===== src/rtl/ps2_joypad_pkg.sv =====
// rtl/ps2_joypad_pkg.sv - Scancode map, joypad bit indices and read FSM states.
package ps2_joypad_pkg;

  localparam logic [7:0] SC_EXT   = 8'hE0;
  localparam logic [7:0] SC_BRK   = 8'hF0;

  localparam logic [7:0] SC_W     = 8'h1D;
  localparam logic [7:0] SC_S     = 8'h1B;
  localparam logic [7:0] SC_A     = 8'h1C;
  localparam logic [7:0] SC_D     = 8'h23;
  localparam logic [7:0] SC_ENTER = 8'h5A;
  localparam logic [7:0] SC_SPACE = 8'h29;
  localparam logic [7:0] SC_SEMI  = 8'h4C;
  localparam logic [7:0] SC_QUOTE = 8'h52;

  localparam logic [7:0] SC_UP    = 8'h75;
  localparam logic [7:0] SC_DOWN  = 8'h72;
  localparam logic [7:0] SC_LEFT  = 8'h6B;
  localparam logic [7:0] SC_RIGHT = 8'h74;

  localparam int KEY_DOWN   = 7;
  localparam int KEY_UP     = 6;
  localparam int KEY_LEFT   = 5;
  localparam int KEY_RIGHT  = 4;
  localparam int KEY_START  = 3;
  localparam int KEY_SELECT = 2;
  localparam int KEY_A      = 1;
  localparam int KEY_B      = 0;

  // Held flags: [7:0] primary keys in joypad order, [11:8] arrow keys for bits 7..4.
  localparam int NUM_FLAGS  = 12;
  localparam int ARROW_OFS  = 4;

  typedef enum logic [1:0] {
    ST_IDLE,
    ST_READ,
    ST_GAP
  } rd_state_e;

  function automatic logic is_ignored(input logic [7:0] code);
    case (code)
      8'hAA, 8'hFA, 8'hFE, 8'hEE, 8'h00, 8'hFF: return 1'b1;
      default: return 1'b0;
    endcase
  endfunction

  function automatic logic [NUM_FLAGS-1:0] flag_mask(input logic [7:0] code, input logic ext);
    logic [NUM_FLAGS-1:0] m;
    m = '0;
    if (!ext) begin
      case (code)
        SC_W:     m[KEY_UP]     = 1'b1;
        SC_S:     m[KEY_DOWN]   = 1'b1;
        SC_A:     m[KEY_LEFT]   = 1'b1;
        SC_D:     m[KEY_RIGHT]  = 1'b1;
        SC_ENTER: m[KEY_START]  = 1'b1;
        SC_SPACE: m[KEY_SELECT] = 1'b1;
        SC_SEMI:  m[KEY_A]      = 1'b1;
        SC_QUOTE: m[KEY_B]      = 1'b1;
        default:  m = '0;
      endcase
    end else begin
      case (code)
        SC_UP:    m[KEY_UP + ARROW_OFS]    = 1'b1;
        SC_DOWN:  m[KEY_DOWN + ARROW_OFS]  = 1'b1;
        SC_LEFT:  m[KEY_LEFT + ARROW_OFS]  = 1'b1;
        SC_RIGHT: m[KEY_RIGHT + ARROW_OFS] = 1'b1;
        default:  m = '0;
      endcase
    end
    return m;
  endfunction

endpackage


===== src/rtl/sync_edge.sv =====
// rtl/sync_edge.sv - Two-flop synchronizer with a one-cycle rising-edge pulse.
module sync_edge (
  input  logic clk,
  input  logic rst,
  input  logic din,
  output logic rise
);

  logic [1:0] sync_q, sync_d;
  logic       prev_q, prev_d;

  always_comb begin
    sync_d = {sync_q[0], din};
    prev_d = sync_q[1];
  end

  always_ff @(posedge clk or posedge rst) begin
    if (rst) begin
      sync_q <= 2'b00;
      prev_q <= 1'b0;
    end else begin
      sync_q <= sync_d;
      prev_q <= prev_d;
    end
  end

  assign rise = sync_q[1] & ~prev_q;

endmodule


===== src/rtl/ps2_joypad_decoder.sv =====
// rtl/ps2_joypad_decoder.sv - PS/2 scancode FIFO reader and joypad decoder with UART override.
module ps2_joypad_decoder
  import ps2_joypad_pkg::*;
(
  input  logic        clk_4,
  input  logic        vb_rst,
  input  logic        ps2_ready,
  input  logic [7:0]  ps2_data,
  input  logic        ps2_overflow,
  output logic        ps2_rdn,
  output logic        ps2_clrn,
  input  logic        src_uart,
  input  logic        uart_rdy,
  input  logic [7:0]  uart_data,
  output logic [7:0]  key,
  output logic [15:0] last_codes
);

  rd_state_e            state_q, state_d;
  logic [7:0]           cap_q, cap_d;
  logic                 cap_vld_q, cap_vld_d;
  logic                 clr_q, clr_d;
  logic                 ext_q, ext_d;
  logic                 brk_q, brk_d;
  logic [NUM_FLAGS-1:0] flags_q, flags_d, mask;
  logic [15:0]          last_q, last_d;
  logic [7:0]           uart_key_q, uart_key_d;
  logic [7:0]           key_q, key_d;
  logic [7:0]           ps2_vec;
  logic                 uart_rise;

  sync_edge u_uart_sync (
    .clk  (clk_4),
    .rst  (vb_rst),
    .din  (uart_rdy),
    .rise (uart_rise)
  );

  // Clear pulse is suppressed on the cycle after itself: the FIFO drops overflow one edge late.
  always_comb begin
    state_d   = state_q;
    cap_d     = cap_q;
    cap_vld_d = 1'b0;
    clr_d     = 1'b0;
    if (ps2_overflow) begin
      clr_d   = ~clr_q;
      state_d = ST_GAP;
    end else begin
      case (state_q)
        ST_IDLE: if (ps2_ready) state_d = ST_READ;
        ST_READ: begin
          cap_d     = ps2_data;
          cap_vld_d = 1'b1;
          state_d   = ST_GAP;
        end
        default: state_d = ST_IDLE;
      endcase
    end
  end

  always_comb begin
    ext_d   = ext_q;
    brk_d   = brk_q;
    flags_d = flags_q;
    last_d  = last_q;
    mask    = '0;
    if (clr_q) begin
      ext_d   = 1'b0;
      brk_d   = 1'b0;
      flags_d = '0;
      last_d  = '0;
    end else if (cap_vld_q) begin
      last_d = {last_q[7:0], cap_q};
      if (cap_q == SC_EXT) begin
        ext_d = 1'b1;
      end else if (cap_q == SC_BRK) begin
        brk_d = 1'b1;
      end else begin
        mask    = is_ignored(cap_q) ? '0 : flag_mask(cap_q, ext_q);
        flags_d = brk_q ? (flags_q & ~mask) : (flags_q | mask);
        ext_d   = 1'b0;
        brk_d   = 1'b0;
      end
    end
  end

  assign ps2_vec = flags_q[7:0] | {flags_q[NUM_FLAGS-1:8], 4'b0000};

  always_comb begin
    uart_key_d = (uart_rise && src_uart) ? uart_data : uart_key_q;
    key_d      = src_uart ? uart_key_q : ps2_vec;
  end

  always_ff @(posedge clk_4 or posedge vb_rst) begin
    if (vb_rst) begin
      state_q    <= ST_IDLE;
      cap_q      <= '0;
      cap_vld_q  <= 1'b0;
      clr_q      <= 1'b0;
      ext_q      <= 1'b0;
      brk_q      <= 1'b0;
      flags_q    <= '0;
      last_q     <= '0;
      uart_key_q <= '0;
      key_q      <= '0;
    end else begin
      state_q    <= state_d;
      cap_q      <= cap_d;
      cap_vld_q  <= cap_vld_d;
      clr_q      <= clr_d;
      ext_q      <= ext_d;
      brk_q      <= brk_d;
      flags_q    <= flags_d;
      last_q     <= last_d;
      uart_key_q <= uart_key_d;
      key_q      <= key_d;
    end
  end

  assign ps2_rdn    = ~((state_q == ST_READ) && !ps2_overflow);
  assign ps2_clrn   = ~clr_q;
  assign key        = key_q;
  assign last_codes = last_q;

endmodule


===== config.mk =====
export PLATFORM = sky130hd
export DESIGN_NAME = ps2_joypad_decoder
export DESIGN_NICKNAME = d
export VERILOG_FILES = /design/src/rtl/ps2_joypad_pkg.sv /design/src/rtl/sync_edge.sv /design/src/rtl/ps2_joypad_decoder.sv
export SDC_FILE = /design/constraint.sdc
export NUM_CORES = 1
export LEC_CHECK = 0
export CAP_MARGIN = 20
export CORE_MARGIN = 4
export CORE_UTILIZATION = 47
export DETAILED_ROUTE_END_ITERATION = 8
export GPL_TIMING_DRIVEN = 0
export MAX_ROUTING_LAYER = met4
export PLACE_DENSITY = 0.78
export SETUP_SLACK_MARGIN = 0.3
export SYNTH_ARGS = -nofsm -noshare
export SYNTH_HDL_FRONTEND = slang
export SYNTH_SLANG_ARGS = --single-unit

===== constraint.sdc =====
create_clock -name clk_4 -period 2.23 [get_ports clk_4]
set_input_delay 0.669 -clock clk_4 [delete_from_list [all_inputs] [get_ports clk_4]]
set_output_delay 0.669 -clock clk_4 [all_outputs]
set_load 0.01 [all_outputs]

==> summary.txt <==
Status: complete, no violations
Starting DRT DRC Count: 107
Worst Hold Depth: 0
Setup WS post-layout: 0.273 ns
Stages on the worst setup path: 5
Final ANT Viol Nets: 0
Hold buffer count at CTS: 0
Synth Warn #: 0
Antenna diodes: 0
Crit end category: primary output
PwrDens: 799 nW/um2
Slew Viols, Final: 0
Util after Layout: 0.665
DR WL met2: 2730 um
Routed vias/inst: 5.28
Buffers & Inverters on Critical Path: 4
Total number of H-tree levels: 3
Worst hold endpoint: u_uart_sync.sync_q[1]
Mapped Cells: 209
Sink Count: 61
Area growth from synthesis to layout: 34.0%
Initial Util: 0.497
Final period util: 0.878
1st-pass router iterations: 4
Inst Count DP: 327
Final Critical Period: 1.96 ns
GRT overflow: 0
Clock root buffer master: clkbuf_8
Row cnt: 26
Port Buffers: 47
Worst-Skew Late Latency: 0.34 ns
DP Wirelength: 3720 um
Slew @ Worst Pin: 0.532 ns
Share of cells above drive strength 1: 0.227
Kind of cell adding the most delay to the critical path: buffers and inverters
Synth unique cells: 40
Highest Signal Layer: met4
Met1 Routed Length: 2300 um
CP Max Fanout: 4
Max Clk Rate: 511 MHz
Routed wire length on met3: 253 um
Hold slack: 0.354 ns
Clock Skew: 0.00555 ns
CTS Buf Count: 9
Footprint of the multi-input gates: 985 um2
Nets@finish: 295
Fill cell count: 410
WS Path Type: primary input to primary output
Maxcap violations: 0
RSZ-0062 raised after global routing: true
Final Routed Wirelength: 5390 um
Clock transition at the registers of the reported paths: 0.06 ns
Largest net degree at the start of global routing: 40
Register area share after synthesis: 0.587
Reg2Reg Depth: 5
Commonest non-fill, non-tap cell in the layout: dfrtp_1
FF-to-FF Start: cap_q[0]
Core Area: 5240 um2
Height of the die: 82.4 um
Final Setup Violations: 0
Worst min path class: register to register
Gr usage total: 0.187
Die area: 6790 um2
Critical path arrival: 1.29 ns
Peak VDD IR: 0.000546 V
Crit path top cell by count: buf_6
Setup TNS: 0 ns
Vias in the first global route: 1,897
Slowest cell on crit path: nor3b_4
Critical path cell sequence: buf_4, nor3b_4, buf_6, inv_2, buf_6
Routed wire per std cell: 15.5 um
Synthesized area per cell: 12.4 um2
Leakage Power: 0.00172 uW
# IOs: 48
Final Hold Fails: 0
Reg area: 1530 um2
Syn_nets: 231
CP Data Required Time: 1.56 ns
Worst R2R End: flags_q[11]
Crit path largest cell delay: 0.22 ns
Worst slack, placed: -0.748 ns
Number of synthesized flops with an enable pin: 0
Ys async rst share: 1.00
GPL Wtd Cong: 0.860
DRC: 0
Vias: 1,838
Crit path launch type: primary input
FF-to-FF setup slack: 0.66 ns
Cell Area, Synth: 2600 um2
Die Wd: 82.4 um
Worst relative slew slack: 0.645
Yosys reg bits: 61
Final Non-Filler Cells: 348
Top FF cell, synth: dfrtp_1
Initial antenna violation count: 0
CTS tree: yes
Commonest non-fill, non-tap cells in the layout: 60 x dfrtp_1, 30 x nor2_1, 29 x clkdlybuf4s50_1, 20 x mux2i_1, 18 x mux2_2
First-pass GRT wire length: 8910 um
CTS max path bufs: 2
Hold Startpoint: u_uart_sync.sync_q[0]
[routing by layer]
layer	vias to the layer above	GRT usage
met5	-	-
met4	0	0.0764
met3	10	0.0564
met2	37	0.299
met1	924	0.220
li1	867	-
[what timing repair did]
action,CTS,global route
setup buffers,4,1
pin swaps,1,1
gates resized for setup,19,16
endpoints found under the setup margin,9,10
gates cloned,0,0
[synthesized netlist by cell type, types with 2 or more instances]
master     n  share of area
a211oi_1   2         0.0058
a21oi_1    5         0.0096
a311oi_1   2         0.0067
a31oi_1    2         0.0048
and4_1     3          0.010
buf_2      2         0.0038
clkbuf_1   3         0.0043
clkbuf_8   2          0.011
dfrtp_1   61           0.59
inv_1      9          0.013
mux2_2    18          0.078
mux2i_1   20          0.077
nand2_1   10          0.014
nand3_1    3         0.0058
nor2_1    30          0.043
nor2b_1    2         0.0048
nor3_1     5         0.0096
nor3b_1    2         0.0058
nor4_2     2         0.0096
o21ai_0    6          0.012
[worst reg2reg max path, cell delays in order, from the launching register on]
cell and delay (ns):
dfrtp_1 0.36, buf_4 0.17, or2_1 0.26, nor4_2 0.37, mux2i_1 0.23, nor2_1 0.05
[power by group]
group / internal, uW / switching, uW / total [uW]
Sequential: 1200 / 97.0 / 1300
Combinational: 205 / 182 / 387
Clock: 687 / 414 / 1100
Total: 2090 / 693 / 2790
[registers in the layout, indices dropped and copies added, names as in the netlist, 2 cells and up]
signal / cells
cap_q: 8
flags_q: 12
key: 8
last_codes: 16
state_q: 2
u_uart_sync.sync_q: 2
uart_key_q: 8
[logic make-up after synthesis]
family,count (synthesis),share of synthesized area
AO/OA/AOI/OAI,21,0.0558
buffers and inverters,18,0.0390
flip-flops,61,0.587
multiplexers,38,0.155
AND/OR/NAND/NOR,71,0.164
[worst max-delay path by stage]
stage | from | end | slack, ns
after CTS | ps2_overflow | ps2_rdn | 0.06
after floorplan | ps2_overflow | ps2_rdn | 0.30
after global routing | state_q[1] | ps2_rdn | 0.22
after detailed placement | ps2_overflow | ps2_rdn | -0.75
after global placement | ps2_overflow | ps2_rdn | -0.72
final | ps2_overflow | ps2_rdn | 0.27
[layout make-up]
type / count / area share
flip-flops and latches: 61 / 0.438
inverters: 9 / 0.0108
multi-input cells: 130 / 0.283
clock buffers: 12 / 0.0445
repair buffers: 53 / 0.154
clock inverters: 4 / 0.0201
plain buffers: 9 / 0.0241
well taps: 70 / 0.0251
[metrics by stage]
stage,area (um2),power [uW]
detailed placement,3190,1700
global route,3480,2910
global placement,3170,1680
finish,3480,2790
CTS,3450,2800
floorplan,2610,1530
No activity file was read; power rests on OpenSTA's default activity.
